File: src/rtl/core_mem_arb_pkg.sv
// -----------------------------------------------------------------------------
// core_mem_arb_pkg
//   Shared types and constants for the core memory arbiter.
//   - state_t : arbiter FSM states
//   - side_t  : which core port owns the current transaction
//   - STRB_W  : byte-strobe width of the D side and the external port
// -----------------------------------------------------------------------------
package core_mem_arb_pkg;

  typedef enum logic [1:0] {
    IDLE  = 2'd0,
    ISSUE = 2'd1,
    WAIT  = 2'd2,
    RESP  = 2'd3
  } state_t;

  typedef enum logic {
    SIDE_I = 1'b0,
    SIDE_D = 1'b1
  } side_t;

  localparam int STRB_W = 4;

endpackage

File: src/rtl/core_mem_arb_rr.sv
// -----------------------------------------------------------------------------
// core_mem_arb_rr
//   Two-way grant picker for the core memory arbiter.
//   Ports:
//     req_i   [1:0]  request vector, bit 0 = I side, bit 1 = D side
//     last_q         side granted at the most recent accept (0 = I, 1 = D)
//     grant_o        chosen side (0 = I, 1 = D); only meaningful when req_i != 0
//   Configuration:
//     MEM_ARB_DPRIO_EN defined   : fixed priority, D always wins contention
//     MEM_ARB_DPRIO_EN undefined : round-robin, the side not granted last wins
// -----------------------------------------------------------------------------
module core_mem_arb_rr
  import core_mem_arb_pkg::*;
(
  input  logic [1:0] req_i,
  input  logic       last_q,
  output logic       grant_o
);

`ifdef MEM_ARB_DPRIO_EN
  // Fixed priority keeps no history.
  logic unused_last;
  assign unused_last = last_q;

  always_comb begin
    // NOTE: every combinational output gets a default first so no path leaves it unassigned (no latch).
    grant_o = SIDE_I;
    if (req_i[1]) grant_o = SIDE_D;
  end
`else
  always_comb begin
    grant_o = SIDE_I;
    if (req_i == 2'b11) begin
      grant_o = (last_q == SIDE_D) ? SIDE_I : SIDE_D;
    end else if (req_i[1]) begin
      grant_o = SIDE_D;
    end
  end
`endif

endmodule

File: src/rtl/core_mem_arbiter.sv
// -----------------------------------------------------------------------------
// core_mem_arbiter
//   Shares one external memory port between the core's instruction-fetch
//   (mem_i_*) and data (mem_d_*) ports. One transaction outstanding, 2-way
//   arbitration on contention. D-side maintenance ops (flush / invalidate /
//   writeback) complete locally without touching the external port; I-side
//   flush / invalidate are accepted and dropped.
//
//   Ports:
//     clk, rst                 clock, synchronous active-high reset
//     mem_i_*                  fetch port: request in, accept / valid / error / inst out
//     mem_d_*                  data port: addr / wdata / rd / strobes / tag / maintenance in,
//                              accept / ack / error / rdata / resp tag out
//     ext_req_o .. ext_wr_o    external request (ext_wr_o == 0 means read)
//     ext_accept_i             external request taken (only looked at in ISSUE)
//     ext_ack_i, ext_rdata_i,
//     ext_error_i              external response (only looked at in WAIT)
//
//   Configuration: define MEM_ARB_DPRIO_EN for fixed D-priority arbitration
//   (see core_mem_arb_rr); default is round-robin.
// -----------------------------------------------------------------------------
module core_mem_arbiter
  import core_mem_arb_pkg::*;
#(
  parameter int ADDR_W = 32,
  parameter int DATA_W = 32,
  parameter int TAG_W  = 11
) (
  input  logic              clk,
  input  logic              rst,

  input  logic              mem_i_rd_i,
  input  logic              mem_i_flush_i,
  input  logic              mem_i_invalidate_i,
  input  logic [ADDR_W-1:0] mem_i_pc_i,
  output logic              mem_i_accept_o,
  output logic              mem_i_valid_o,
  output logic              mem_i_error_o,
  output logic [DATA_W-1:0] mem_i_inst_o,

  input  logic [ADDR_W-1:0] mem_d_addr_i,
  input  logic [DATA_W-1:0] mem_d_data_wr_i,
  input  logic              mem_d_rd_i,
  input  logic [STRB_W-1:0] mem_d_wr_i,
  input  logic              mem_d_cacheable_i,
  input  logic [TAG_W-1:0]  mem_d_req_tag_i,
  input  logic              mem_d_invalidate_i,
  input  logic              mem_d_writeback_i,
  input  logic              mem_d_flush_i,
  output logic              mem_d_accept_o,
  output logic              mem_d_ack_o,
  output logic              mem_d_error_o,
  output logic [DATA_W-1:0] mem_d_data_rd_o,
  output logic [TAG_W-1:0]  mem_d_resp_tag_o,

  output logic              ext_req_o,
  output logic [ADDR_W-1:0] ext_addr_o,
  output logic [DATA_W-1:0] ext_wdata_o,
  output logic [STRB_W-1:0] ext_wr_o,
  input  logic              ext_accept_i,
  input  logic              ext_ack_i,
  input  logic [DATA_W-1:0] ext_rdata_i,
  input  logic              ext_error_i
);

  // Cacheability is informational only.
  logic unused_cacheable;
  assign unused_cacheable = mem_d_cacheable_i;

  state_t              state_q,      state_d;
  side_t               last_grant_q, last_grant_d;
  side_t               side_q,       side_d;
  logic [ADDR_W-1:0]   addr_q,       addr_d;
  logic [DATA_W-1:0]   wdata_q,      wdata_d;
  logic [STRB_W-1:0]   wr_q,         wr_d;
  logic [TAG_W-1:0]    tag_q,        tag_d;
  logic                err_q,        err_d;
  logic [DATA_W-1:0]   inst_q,       inst_d;
  logic [DATA_W-1:0]   d_data_q,     d_data_d;
  logic [TAG_W-1:0]    resp_tag_q,   resp_tag_d;

  logic i_req, d_req, d_is_ext;
  logic grant;
  logic can_accept, i_accept, d_accept;

  assign i_req    = mem_i_rd_i | mem_i_flush_i | mem_i_invalidate_i;
  assign d_req    = mem_d_rd_i | (|mem_d_wr_i) | mem_d_invalidate_i
                  | mem_d_writeback_i | mem_d_flush_i;
  // Anything other than a read or a write is a maintenance op served locally.
  assign d_is_ext = mem_d_rd_i | (|mem_d_wr_i);

  core_mem_arb_rr u_rr (
    .req_i   ({d_req, i_req}),
    .last_q  (last_grant_q),
    .grant_o (grant)
  );

  // Accept is combinational from the requests in the IDLE cycle; reset masks it.
  assign can_accept = (state_q == IDLE) && !rst;
  assign i_accept   = can_accept && i_req && (grant == SIDE_I);
  assign d_accept   = can_accept && d_req && (grant == SIDE_D);

  // ---------------------------------------------------------------------------
  // State register (also holds the captured request and response registers)
  // ---------------------------------------------------------------------------
  always_ff @(posedge clk) begin
    if (rst) begin
      // NOTE: sequential state is written with non-blocking assignments only, so every flop samples pre-edge values.
      state_q      <= IDLE;
      last_grant_q <= SIDE_D;
      side_q       <= SIDE_I;
      addr_q       <= '0;
      wdata_q      <= '0;
      wr_q         <= '0;
      tag_q        <= '0;
      err_q        <= 1'b0;
      inst_q       <= '0;
      d_data_q     <= '0;
      resp_tag_q   <= '0;
    end else begin
      state_q      <= state_d;
      last_grant_q <= last_grant_d;
      side_q       <= side_d;
      addr_q       <= addr_d;
      wdata_q      <= wdata_d;
      wr_q         <= wr_d;
      tag_q        <= tag_d;
      err_q        <= err_d;
      inst_q       <= inst_d;
      d_data_q     <= d_data_d;
      resp_tag_q   <= resp_tag_d;
    end
  end

  // ---------------------------------------------------------------------------
  // Next-state logic
  // ---------------------------------------------------------------------------
  always_comb begin
    state_d = state_q;
    case (state_q)
      IDLE: begin
        if (i_accept && mem_i_rd_i) state_d = ISSUE;
        else if (d_accept)          state_d = d_is_ext ? ISSUE : RESP;
      end
      ISSUE:   if (ext_accept_i) state_d = WAIT;
      WAIT:    if (ext_ack_i)    state_d = RESP;
      RESP:    state_d = IDLE;
      default: state_d = IDLE;
    endcase
  end

  // ---------------------------------------------------------------------------
  // Request capture and response datapath
  // ---------------------------------------------------------------------------
  always_comb begin
    last_grant_d = last_grant_q;
    side_d       = side_q;
    addr_d       = addr_q;
    wdata_d      = wdata_q;
    wr_d         = wr_q;
    tag_d        = tag_q;
    err_d        = err_q;
    inst_d       = inst_q;
    d_data_d     = d_data_q;
    resp_tag_d   = resp_tag_q;

    if (i_accept) begin
      last_grant_d = SIDE_I;
      side_d       = SIDE_I;
      addr_d       = mem_i_pc_i;
      wdata_d      = '0;
      wr_d         = '0;
    end else if (d_accept) begin
      last_grant_d = SIDE_D;
      side_d       = SIDE_D;
      addr_d       = mem_d_addr_i;
      wdata_d      = mem_d_data_wr_i;
      wr_d         = mem_d_wr_i;
      tag_d        = mem_d_req_tag_i;
      // Maintenance op: the response is fully known now, load it for RESP.
      if (!d_is_ext) begin
        err_d      = 1'b0;
        d_data_d   = '0;
        resp_tag_d = mem_d_req_tag_i;
      end
    end

    // Response registers load only on the edge into RESP, so the data and tag
    // outputs hold their last value outside response cycles.
    if (state_q == WAIT && ext_ack_i) begin
      err_d = ext_error_i;
      if (side_q == SIDE_I) begin
        inst_d = ext_rdata_i;
      end else begin
        d_data_d   = (wr_q != '0) ? '0 : ext_rdata_i;
        resp_tag_d = tag_q;
      end
    end
  end

  // ---------------------------------------------------------------------------
  // Outputs
  // ---------------------------------------------------------------------------
  logic in_resp;

  always_comb begin
    in_resp        = (state_q == RESP) && !rst;
    ext_req_o      = (state_q == ISSUE) && !rst;
    mem_i_accept_o = i_accept;
    mem_d_accept_o = d_accept;
    mem_i_valid_o  = in_resp && (side_q == SIDE_I);
    mem_d_ack_o    = in_resp && (side_q == SIDE_D);
    mem_i_error_o  = mem_i_valid_o && err_q;
    mem_d_error_o  = mem_d_ack_o && err_q;
  end

  assign ext_addr_o       = addr_q;
  assign ext_wdata_o      = wdata_q;
  assign ext_wr_o         = wr_q;
  assign mem_i_inst_o     = inst_q;
  assign mem_d_data_rd_o  = d_data_q;
  assign mem_d_resp_tag_o = resp_tag_q;

endmodule

File: config.mk
export PLATFORM = sky130hd
export DESIGN_NAME = core_mem_arbiter
export DESIGN_NICKNAME = d
export VERILOG_FILES = /design/src/rtl/core_mem_arb_pkg.sv /design/src/rtl/core_mem_arb_rr.sv /design/src/rtl/core_mem_arbiter.sv
export SDC_FILE = /design/constraint.sdc
export NUM_CORES = 1
export LEC_CHECK = 0
export ABC_AREA = 1
export CORE_ASPECT_RATIO = 1.2
export CORE_MARGIN = 1.5
export CORE_UTILIZATION = 25
export DETAILED_ROUTE_END_ITERATION = 16
export MAX_ROUTING_LAYER = met4
export PLACE_DENSITY = 0.62
export SLEW_MARGIN = 15
export SYNTH_ARGS = -nofsm -noshare
export SYNTH_HDL_FRONTEND = slang
export SYNTH_SLANG_ARGS = --single-unit
File: constraint.sdc
create_clock -name clk -period 1.6 [get_ports clk]
set_input_delay 0.32 -clock clk [delete_from_list [all_inputs] [get_ports clk]]
set_output_delay 0.32 -clock clk [all_outputs]
set_load 0.03 [all_outputs]
; Yosys cells after proc, flatten, opt, wreduce, memory -nomap -nowiden
; Index checks and enable logic that the tools add are counted.
[totals]
wordCells = 81
regBits = 159
output_inout_bits = 150
in_bits = 156
[classes]
n_bitwise = 9
reduce_logical = 24
n_mux = 28
n_eq_ne = 9
[op_table]
columns = op, n
row1 = $mux W32, 8
row2 = $mux W11, 5
row3 = $logic_and A1 B1 Y1, 13
row4 = $mux W2, 5
row5 = $mux W1, 9
row6 = $pmux W2 S4, 1
row7 = $eq A2 B2 Y1 const B, 3
row8 = $or A1 B1 Y1, 6
row9 = $reduce_and A3 Y1, 2
row10 = $ne A2 B1 Y1 const B, 2
row11 = $ne A2 B2 Y1 const B, 2
row12 = $reduce_and A2 Y1, 2
row13 = $reduce_bool A2 Y1, 2
row14 = $reduce_bool A4 Y1, 1
row15 = $reduce_or A4 Y1, 1
row16 = $ne A3 B2 Y1 const B, 1
row17 = $not A1 Y1, 3
row18 = $eq A2 B1 Y1 const B, 1
row19 = $logic_not A2 Y1, 1
row20 = $reduce_or A2 Y1, 1
row21 = $logic_not A1 Y1, 1

; Logic depth before layout (Yosys ltp)
[depth]
ltp_word = 12
mapped_depth = 12
depth_no_buf = 12

; Modules after synthesis
; A second synthesis with hierarchy kept.
[unflattened]
hier_cells = 856
hier_area_um2 = 6427.4
[modules_own_cells]
columns = module, area_per_inst_um2, instances, seq_area_each_um2, cells_per_inst
row1 = core_mem_arbiter, 6414.9, 1, 3183.1, 854
row2 = core_mem_arb_rr, 12.5, 1, 0.0, 2

; Worst setup path after synthesis
; OpenSTA, ideal clock, no wires.
[synth_path]
path_kind = input port to output port
startpoint = input rst
endpoint = output mem_d_error_o
n_path_buf = 1
slack_ns = -0.199
required_ns = 1.280
cell_stages = 2
arrival_time_ns = 1.479
path_cell_list = buf_2 > nor4_1
[synth_via]
elab_chain_cells = 4
[synth_rtl]
columns = item, line_no
row1 = start: declaration, core_mem_arbiter.sv:30  ; input logic rst,
row2 = $logic_not A1 Y1, core_mem_arbiter.sv:207  ; in_resp = (state_q == RESP) && !rst;
row3 = $logic_and A1 B1 Y1, core_mem_arbiter.sv:207
row4 = $logic_and A1 B1 Y1, core_mem_arbiter.sv:212  ; mem_d_ack_o = in_resp && (side_q == SIDE_D);
row5 = $logic_and A1 B1 Y1, core_mem_arbiter.sv:214  ; mem_d_error_o = mem_d_ack_o && err_q;
row6 = end: declaration, core_mem_arbiter.sv:52  ; output logic mem_d_error_o,
; Every way passes these cells.

; Worst setup path after layout
[layout_path]
startpoint = register state_q[1]
endpoint = output mem_i_accept_o
[layout_via]
elab_chain_cells = 4
[layout_rtl]
columns = item, line_no
row1 = start: declaration, core_mem_arbiter.sv:70  ; state_t state_q, state_d;
row2 = start signal: assignment, core_mem_arbiter.sv:121  ; state_q <= state_d;
row3 = $logic_not A2 Y1, core_mem_arbiter.sv:99  ; assign can_accept = (state_q == IDLE) && !rst;
row4 = $logic_and A1 B1 Y1, core_mem_arbiter.sv:99
row5 = $logic_and A1 B1 Y1 (2 in a row), core_mem_arbiter.sv:100  ; assign i_accept = can_accept && i_req && (grant == SIDE_I);
row6 = end: declaration, core_mem_arbiter.sv:36  ; output logic mem_i_accept_o,
; Every way passes these cells.

==> results.toml <==
[status]
status = "finished with violations"
failed_checks = "setup timing"

[min_path]
min_from = "mem_d_wr_i[0]"
hold_depth = 3
min_to = "ext_wr_o[0]"
hold_class = "in -> reg"

[worst_setup_path]
crit_slowest_cell = "dfxtp_2"
timing.reg2reg.setup_slack_ns = -0.22
slowest_delay_ns = 0.33
crit_chain = "inv_2, ha_4, inv_2, nor2_4, and2_4, nand2_8, inv_8, buf_6"
rr_worst_depth = 13
cp-end-kind = "output pin"
startpoint_type = "flop"
critPathKind = "reg -> out"
reg2reg_from = "state_q[0]"
crit_buf_inv = 4
reg2reg_to = "ext_addr_o[8]"
critical_path.top_delay_family = "simple AND/OR/NAND/NOR gates"
path_common_cell = "inv_2"
cp_max_fo = 4
cp.arrival_ns = 1.54
cp.required_ns = 1.28

[sta]
max_freq_ghz = 0.539
setup-violations-final = 146
timing.final.crit_period_ns = 1.86
finalHoldViolations = 0
finalSetupTns_ns = -17.69
slew_viol_final = 0
fin_ws_ns = -0.255
relSlewSlack = 0.695
finalCritPeriodShare = 1.16
clock_skew_ns = 0.00644
worst_pin_slew_ns = 0.458
grt_setup_unrepaired = "true"

[clocking]
cts_buffers = 17
h-tree-depth = 4
clock_latency_ns = 0.42
root_buffer = "clkbuf_16"
tritoncts = "yes"
clockBufferDepth = 2
cts.clk_slew.worst_paths_ns = 0.07
cts_sinks = 159

[pwr]
p_comb_frac = 0.485
ir_worst_vdd_v = 0.000826
total_leakage_power_nw = 5.86
p_per_area_nw_per_um2 = 1420
p_sw_frac = 0.385
p_clk_frac = 0.237
internal_power_w = 0.0114
switching_power_w = 0.00715
seq_power_share = 0.278

[global_routing]
grt_max_degree = 68
antenna_found_initial = 1
grtUsageTotal = 0.198
first_global_vias = 6838
grt.overflow.total = 0
grt_pass1_wl_um = 38800

[logic_synthesis]
synth_cell_types = 27
syn_area_per_cell_um2 = 7.68
synth-seq-cells = 159
yosysSeqAreaShare = 0.498
synth_fp_nets = 994
syn_area_um2 = 6400
ys_warn_count = 0
netlist_instances = 833

[route]
vias_per_cell = 4.70
vias = 7357
initialDrtViolationCount = 313
wl_per_cell_um = 18.4
drc_errors = 0
drt_wl_total_um = 28800
drtPass1Iterations = 7
postRouteAntennaNets = 0

[floorplan]
core_um2 = 24900
num_rows = 63
chipWidth_um = 149
start_util = 0.257
pin_count = 306
die_y_um = 178
die_area_um2 = 26600

[finish]
area_growth_pct = 104
mostFrequentLayoutCells = "dfxtp_1 (156), clkdlybuf4s50_1 (148), dlygate4sd2_1 (143)"
final_area_um2 = 13100
nNetsFinal = 1386
drive_gt1_frac = 0.335
final_common_cell = "dfxtp_1"

[placement]
post-dp-hpwl_um = 16500
place_congestion = 0.813
post_dp_cell_area_um2 = 10100
io_buffers = 304

[run]
drv_cap = 0
-- routing by layer --
| layer | track usage | vias to the layer above | wire (um) |
|---|---|---|---|
| met5 | - | - | 0 |
| met4 | 0.0788 | 0 | 952 |
| met3 | 0.0432 | 59 | 1650 |
| met2 | 0.339 | 247 | 14600 |
| met1 | 0.225 | 3498 | 11600 |
| li1 | - | 3553 | - |
-- power groups by stage --
stage                     sequential [W]  combinational [W]  clock (W)
after floorplan                  0.00623            0.00208          0
after global routing             0.00525            0.00950    0.00464
after global placement           0.00511            0.00589          0
after CTS                        0.00505            0.00756    0.00446
final                            0.00517            0.00900    0.00440
after detailed placement         0.00511            0.00591          0
-- final cells by class --
cell class / count / area [um^2]
clock inverters: 15 / 198
fillers: 2333 / 11900
well taps: 325 / 407
repair buffers: 433 / 4890
clock buffers: 17 / 425
multi-input cells: 571 / 3760
flip-flops and latches: 159 / 3190
inverters: 43 / 179
diodes: 1 / 2.50
-- cell families after synthesis --
kind of cell | count (synthesis) | share of synthesized area
AND/OR/NAND/NOR | 345 | 0.226
adder cells (fa/ha/maj) | 5 | 0.00978
flip-flops | 159 | 0.498
AO/OA/AOI/OAI | 221 | 0.192
buffers and inverters | 103 | 0.0739
-- state kept, by name, indices dropped and copies added (netlist names) --
register and flops:
ext_addr_o 32, side_q 1, mem_d_data_rd_o 32, mem_d_resp_tag_o 11, ext_wr_o 4, mem_i_inst_o 32, err_q 1, ext_wdata_o 32
state_q 2, tag_q 11, last_grant_q 1
-- worst max-delay path by stage --
| stage | startpoint | endpoint | slack [ns] | depth (start not counted) |
|---|---|---|---|---|
| floorplan | rst | mem_d_ack_o | -0.12 | 3 |
| global placement | mem_d_invalidate_i | mem_d_data_rd_o[5] | -0.55 | 10 |
| detailed placement | mem_d_invalidate_i | mem_d_data_rd_o[5] | -0.59 | 10 |
| CTS | state_q[1] | mem_i_accept_o | -0.28 | 8 |
| global route | state_q[1] | mem_i_accept_o | -0.32 | 8 |
| finish | state_q[1] | mem_i_accept_o | -0.26 | 8 |
-- worst register-to-register path: cells and delay by family (launching register included) --
kind	cells	cell delay [ns]
buffers and inverters	6	0.63
AND/OR/NAND/NOR	4	0.38
flip-flops	1	0.34
AO/OA/AOI/OAI	2	0.21
adder cells (fa/ha/maj)	1	0.16
-- Yosys cell counts --
cell | n | area [um^2]
a21oi_1 | 73 | 365
a21oi_2 | 30 | 263
and2_1 | 1 | 6.26
buf_1 | 8 | 30.0
buf_2 | 15 | 75.1
buf_4 | 12 | 90.1
buf_6 | 3 | 33.8
clkbuf_1 | 22 | 82.6
dfxtp_1 | 159 | 3180
ha_1 | 5 | 62.6
inv_1 | 39 | 146
inv_2 | 4 | 15.0
nand2_1 | 176 | 661
nand2_2 | 5 | 31.3
nand2_4 | 1 | 11.3
nand3_1 | 64 | 320
nand3_4 | 1 | 17.5
nor2_1 | 87 | 327
nor2_2 | 3 | 18.8
nor3_1 | 3 | 15.0
nor4_1 | 2 | 12.5
nor4_4 | 1 | 21.3
o211ai_1 | 4 | 30.0
o21ai_0 | 103 | 515
o21ai_1 | 10 | 50.1
o22ai_1 | 1 | 6.26
or2_1 | 1 | 6.26
-- what timing repair did --
action                                  CTS  global route
hold buffers                              0             0
gates cloned                             21            15
endpoints found under the setup margin  272           169
buffers inserted                         29            22
gates resized for setup                 327           273
pin swaps                                31            37
-- stage by stage --
step,hold WS (ns),setup slack (ns),utilization,std cells,power [W]
6_report,0.366,-0.255,0.524,1564,0.0186
5_1_grt,0.358,-0.317,0.524,1564,0.0194
4_1_cts,0.350,-0.281,0.472,1531,0.0171
3_5_place_dp,0.453,-0.585,0.404,1452,0.0110
3_3_place_gp,0.450,-0.554,0.404,1452,0.0110
2_1_floorplan,0.438,-0.125,-,833,0.00831
Power figures use the tool's default switching activity.
